==> src/rtl/button_pkg.sv <==
// Shared defaults and repeat-FSM state type for the button conditioner.
package button_pkg;

  localparam int N_CH_DEF       = 4;
  localparam int STABLE_CYC_DEF = 5;
  localparam int REPEAT_DLY_DEF = 0;
  localparam int REPEAT_PER_DEF = 1;

  typedef enum logic [1:0] {
    IDLE,
    WAIT,
    REPEAT
  } rpt_state_t;

  function automatic int max2(input int a, input int b);
    return (a > b) ? a : b;
  endfunction

endpackage

==> src/rtl/button_channel.sv <==
// One input channel: two-flop synchroniser, counter debounce, edge pulses and hold-to-repeat.
//   state  | meaning
//   IDLE   | released, or repeat disabled
//   WAIT   | held, counting the initial repeat delay
//   REPEAT | held, emitting a pulse every REPEAT_PER cycles
module button_channel
  import button_pkg::*;
#(
  parameter int STABLE_CYC = STABLE_CYC_DEF,
  parameter int REPEAT_DLY = REPEAT_DLY_DEF,
  parameter int REPEAT_PER = REPEAT_PER_DEF
) (
  input  logic clk,
  input  logic rst_n,
  input  logic in,
  output logic level,
  output logic press,
  output logic release_p,
  output logic rpt
);

  localparam int CW = (STABLE_CYC > 1) ? $clog2(STABLE_CYC) : 1;
  localparam int HW = max2($clog2(max2(REPEAT_DLY, REPEAT_PER) + 1), 1);

  logic          s1, s2;
  logic [CW-1:0] cnt, cnt_nxt;
  logic          level_nxt;
  logic          rise, fall;
  rpt_state_t    state, state_nxt;
  logic [HW-1:0] hcnt, hcnt_nxt;
  logic          rpt_nxt;

  always_comb begin
    level_nxt = level;
    cnt_nxt   = '0;
    if (s2 != level) begin
      if (cnt == CW'(STABLE_CYC - 1)) level_nxt = s2;
      else                            cnt_nxt   = cnt + CW'(1);
    end
  end

  assign rise = ~level & level_nxt;
  assign fall = level & ~level_nxt;

  always_comb begin
    state_nxt = state;
    hcnt_nxt  = hcnt;
    rpt_nxt   = 1'b0;
    case (state)
      IDLE: begin
        if (rise && (REPEAT_DLY != 0)) begin
          state_nxt = WAIT;
          hcnt_nxt  = HW'(1);
        end
      end
      WAIT: begin
        // A registered fall pre-empts any pulse due on the same edge.
        if (fall || !level) begin
          state_nxt = IDLE;
          hcnt_nxt  = '0;
        end else if (hcnt == HW'(REPEAT_DLY)) begin
          rpt_nxt   = 1'b1;
          state_nxt = REPEAT;
          hcnt_nxt  = HW'(1);
        end else begin
          hcnt_nxt = hcnt + HW'(1);
        end
      end
      REPEAT: begin
        if (fall || !level) begin
          state_nxt = IDLE;
          hcnt_nxt  = '0;
        end else if (hcnt == HW'(REPEAT_PER)) begin
          rpt_nxt  = 1'b1;
          hcnt_nxt = HW'(1);
        end else begin
          hcnt_nxt = hcnt + HW'(1);
        end
      end
      default: begin
        state_nxt = IDLE;
        hcnt_nxt  = '0;
      end
    endcase
  end

  always_ff @(posedge clk) begin
    if (!rst_n) begin
      s1        <= 1'b0;
      s2        <= 1'b0;
      cnt       <= '0;
      level     <= 1'b0;
      press     <= 1'b0;
      release_p <= 1'b0;
      rpt       <= 1'b0;
      hcnt      <= '0;
      state     <= IDLE;
    end else begin
      s1        <= in;
      s2        <= s1;
      cnt       <= cnt_nxt;
      level     <= level_nxt;
      press     <= rise;
      release_p <= fall;
      rpt       <= rpt_nxt;
      hcnt      <= hcnt_nxt;
      state     <= state_nxt;
    end
  end

endmodule

==> src/rtl/button_conditioner.sv <==
// Multi-channel button front end: N_CH independent conditioned channels.
module button_conditioner
  import button_pkg::*;
#(
  parameter int N_CH       = N_CH_DEF,
  parameter int STABLE_CYC = STABLE_CYC_DEF,
  parameter int REPEAT_DLY = REPEAT_DLY_DEF,
  parameter int REPEAT_PER = REPEAT_PER_DEF
) (
  input  logic            clk,
  input  logic            rst_n,
  input  logic [N_CH-1:0] in,
  output logic [N_CH-1:0] level,
  output logic [N_CH-1:0] press,
  output logic [N_CH-1:0] release_p,
  output logic [N_CH-1:0] rpt
);

  if (STABLE_CYC < 1) begin : g_bad_stable
    $fatal(1, "button_conditioner: STABLE_CYC must be at least 1");
  end
  if (REPEAT_PER < 1) begin : g_bad_per
    $fatal(1, "button_conditioner: REPEAT_PER must be at least 1");
  end

  for (genvar i = 0; i < N_CH; i++) begin : g_ch
    button_channel #(
      .STABLE_CYC(STABLE_CYC),
      .REPEAT_DLY(REPEAT_DLY),
      .REPEAT_PER(REPEAT_PER)
    ) u_ch (
      .clk      (clk),
      .rst_n    (rst_n),
      .in       (in[i]),
      .level    (level[i]),
      .press    (press[i]),
      .release_p(release_p[i]),
      .rpt      (rpt[i])
    );
  end

endmodule

==> config.mk <==
export PLATFORM = sky130hd
export DESIGN_NAME = button_conditioner
export DESIGN_NICKNAME = d
export VERILOG_FILES = /design/src/rtl/button_pkg.sv /design/src/rtl/button_channel.sv /design/src/rtl/button_conditioner.sv
export SDC_FILE = /design/constraint.sdc
export NUM_CORES = 1
export LEC_CHECK = 0
export CAP_MARGIN = 20
export CORE_MARGIN = 2
export CORE_UTILIZATION = 35
export DETAILED_ROUTE_END_ITERATION = 8
export PLACE_DENSITY = 0.59
export REMOVE_ABC_BUFFERS = 1
export SKIP_LAST_GASP = 1
export SYNTH_ARGS = -nofsm -noshare
export SYNTH_HDL_FRONTEND = slang
export SYNTH_SLANG_ARGS = --single-unit
export TNS_END_PERCENT = 30
==> constraint.sdc <==
create_clock -name clk -period 2.1 [get_ports clk]
set_input_delay 0.315 -clock clk [delete_from_list [all_inputs] [get_ports clk]]
set_output_delay 0.315 -clock clk [all_outputs]
set_load 0.01 [all_outputs]
==> key figures <==
Cells and area
  – Post-layout util: 42.3%
  – Final net count: ~150
  – Final instance area: 0.00157 mm^2
  – Final Non-Filler Cells: 187
  – Synth-to-layout area growth: 14.8%
  – Diode count: 0
  – Layout cell share with drive strength beyond 1: between 10% and 20%

Worst setup path
  – Reg-to-Reg Start: g_ch[0].u_ch.cnt[0]
  – CP Buf/Inv Count: 1
  – Critical path's top delay family: buffers and inverters
  – Slowest stage delay, CP: 570 ps
  – CP endpoint: level[1]
  – CP Class: reg -> out
  – Worst-path cell chain: clkdlybuf4s50_1
  – Cell count of the worst reg-to-reg path: 4
  – RR Endpoint: g_ch[0].u_ch.cnt[2]
  – Crit start category: register
  – Start point of the critical path: g_ch[1].u_ch.level
  – CP Data Required Time: about 1800 ps
  – CP max FO: 5
  – Highest-delay cell along the critical path: clkdlybuf4s50_1
  – CP Capture Type: primary output
  – Crit path DAT: 1270 ps
  – CP Depth: 1
  – Reg2reg setup slack: 730 ps

Clock tree
  – Clock Pin Slew Worst Setup and Hold Paths: 60 ps
  – Clock buffer count from CTS: 5
  – TritonCTS clock tree: built
  – Hold Buf Count CTS: 0
  – CTS sink cnt: 32
  – Post-CTS sizing: 0
  – Max clock buf depth: 2
  – Worst-skew pair later-pin latency: 280 ps
  – Buffer count from post-CTS setup fixing: 0
  – Htree depth: 2
  – Clock root buffer master: clkbuf_8

Die
  – Die extent in y: 66.6 um
  – Core Area: between 0.003 and 0.004 mm^2
  – Row cnt: 22
  – Starting Density: 36.9%
  – IO Pins: 22
  – DIE AREA: approximately 0.0044 mm^2
  – Die W: 66.6 um

Outcome
  – Status: completed

STA
  – Final setup fails: 0
  – Max frequency: 632 MHz
  – Setup TNS Final: 0 ps
  – Hold Slack: 434 ps
  – Final period utilization: between 70% and 80%
  – Final Hold Viols: 0
  – Max-slew violation count: 0
  – RSZ-0062 raised after global routing: no
  – Setup Skew: roughly 3.2 ps
  – Final WS setup: 519 ps
  – Post-layout minimum cycle time: 1580 ps

Synth
  – Unique masters post-synth: 21
  – Synth Warn #: 0
  – Largest family of logic cells by synthesized area: simple AND/OR/NAND/NOR gates
  – Mean Syn Cell Area: 10.7 um^2
  – Sequential fraction of the synthesis area: 46.8%
  – FF+latch count, synth: 32
  – Simple-gate portion of the synthesized area: 15.9%
  – Compound-Gate Fraction of Synth Area: 14.2%
  – Synth Cell Area: ~0.0014 mm^2
  – Mux share of post-synthesis cell area: 0%
  – Synth Area in XOR/XNOR: 2.56%
  – Mapped Cells: 128
  – Adder-cell share of the synthesized area: approximately 7.3%

Drt
  – DRT iter0 DRCs: 41
  – Vias per inst: 4.61
  – WL/cell: 10.8 um
  – Vias: 862
  – Detail Route Antenna Nets: 0
  – Final wirelength: ~2000 um
  – TritonRoute pass-1 iters: 4
  – # DRC: 0

Placement
  – Post-placement cell area: 0.00148 mm^2
  – Port buffer count: 17
  – Post-DP HPWL: approximately 1400 um
  – Final GP Congestion: 0.813
  – Place WS: 510 ps
  – Placed cells: approximately 180

Global route
  – Number of global-route vias before repair: roughly 880
  – First-pass GRT wire length: 3720 um
  – Grt total ovfl: 0
  – Total global-route track usage: 11.4%
  – Pin count of the biggest net entering global routing: 15
  – Initial antenna violation count: 0

Power and ir drop
  – Leak: 0.529 nW
  – Power density cells: ~730 mW/mm^2
  – Overall power: between 1 and 1.5 mW
  – Peak supply drop: 0.302 mV

Job
  – Max-cap viol count: 0

Worst hold path
  – Hold Crit Class: reg -> reg
-- cell usage in the layout (no fill, tap or decap), drive strengths merged --
cell type      netlist  final
inv                 11     11
nand2b               4      4
nand2                2      2
xnor2                4      4
and2                 8      8
a21bo                4      4
buf                 18      1
nor3b                8      8
conb                 1      4
a211oi               6      6
clkdlybuf4s50        0     17
nand3                8      8
a21oi                4      4
ha                   8      8
dfxtp               32     32
a2111oi              6      6
clkbuf               0      8
or3b                 4      4
-- worst min-delay path by stage --
stage	start	endpoint	slack [ps]	cells after the start
global placement	g_ch[3].u_ch.s1	g_ch[3].u_ch.s2	420	1
CTS	g_ch[2].u_ch.s1	g_ch[2].u_ch.s2	440	1
floorplan	g_ch[0].u_ch.s1	g_ch[0].u_ch.s2	410	1
global route	g_ch[2].u_ch.s1	g_ch[2].u_ch.s2	450	1
detailed placement	g_ch[2].u_ch.s1	g_ch[2].u_ch.s2	420	1
finish	g_ch[2].u_ch.s1	g_ch[2].u_ch.s2	430	1
-- cells by family (layout without fill, tap and decap cells) --
family / after synthesis / in the layout
and+or+nand+nor: 34 / 34
DFF: 32 / 32
buffers and inverters: 29 / 37
AOI/OAI and AO/OA: 20 / 20
adders and majority gates: 8 / 8
xor gates and xnor gates: 4 / 4
other: 1 / 4
-- worst reg2reg max path, stage by stage, from the launching register on --
cell,delay [ps]
dfxtp_1,370
inv_1,60
ha_1,270
or3b_1,410
a211oi_2,190
-- area by class of cell --
class / instances / area [um^2]
Multi-Input combinational cell: 70 / 563
Timing Repair Buffer: 18 / 178
Clock buffer: 8 / 90.1
Inverter: 11 / 41.3
Fill cell: 362 / 2140
Tap cell: 48 / 60.1
Sequential cell: 32 / 641
-- layer usage --
layer  track usage [%]  up-vias  part of all wire, %
met4              5.36        0                  1.9
met1              12.0      403                   46
li1                  -      436                    -
met5                 0        -                    0
met3              6.08        4                  6.7
met2              18.8       19                   45
-- synth_stat cells (all sizes together) --
cell / number / area share, %
dfxtp: 32 / 47
buf: 18 / 10
inv: 11 / 3.0
and2: 8 / 3.7
ha: 8 / 7.3
nand3: 8 / 2.9
nor3b: 8 / 4.4
a2111oi: 6 / 5.1
a211oi: 6 / 4.7
a21bo: 4 / 2.9
a21oi: 4 / 1.5
nand2b: 4 / 1.8
or3b: 4 / 2.6
xnor2: 4 / 2.6
nand2: 2 / 0.55
conb: 1 / 0.27
-- where the power goes --
| part | switching (mW) | internal, mW |
|---|---|---|
| combinational | 0.0237 | 0.0199 |
| sequential | 0.00613 | 0.617 |
| clock | 0.209 | 0.267 |
-- registers in the layout, summed over array words and instances (netlist names) --
name / flops
g_ch.u_ch.level: 4
g_ch.u_ch.press: 4
g_ch.u_ch.cnt: 12
g_ch.u_ch.s2: 4
g_ch.u_ch.s1: 4
g_ch.u_ch.release_p: 4
Note: power is estimated with default switching activity, not from simulation.
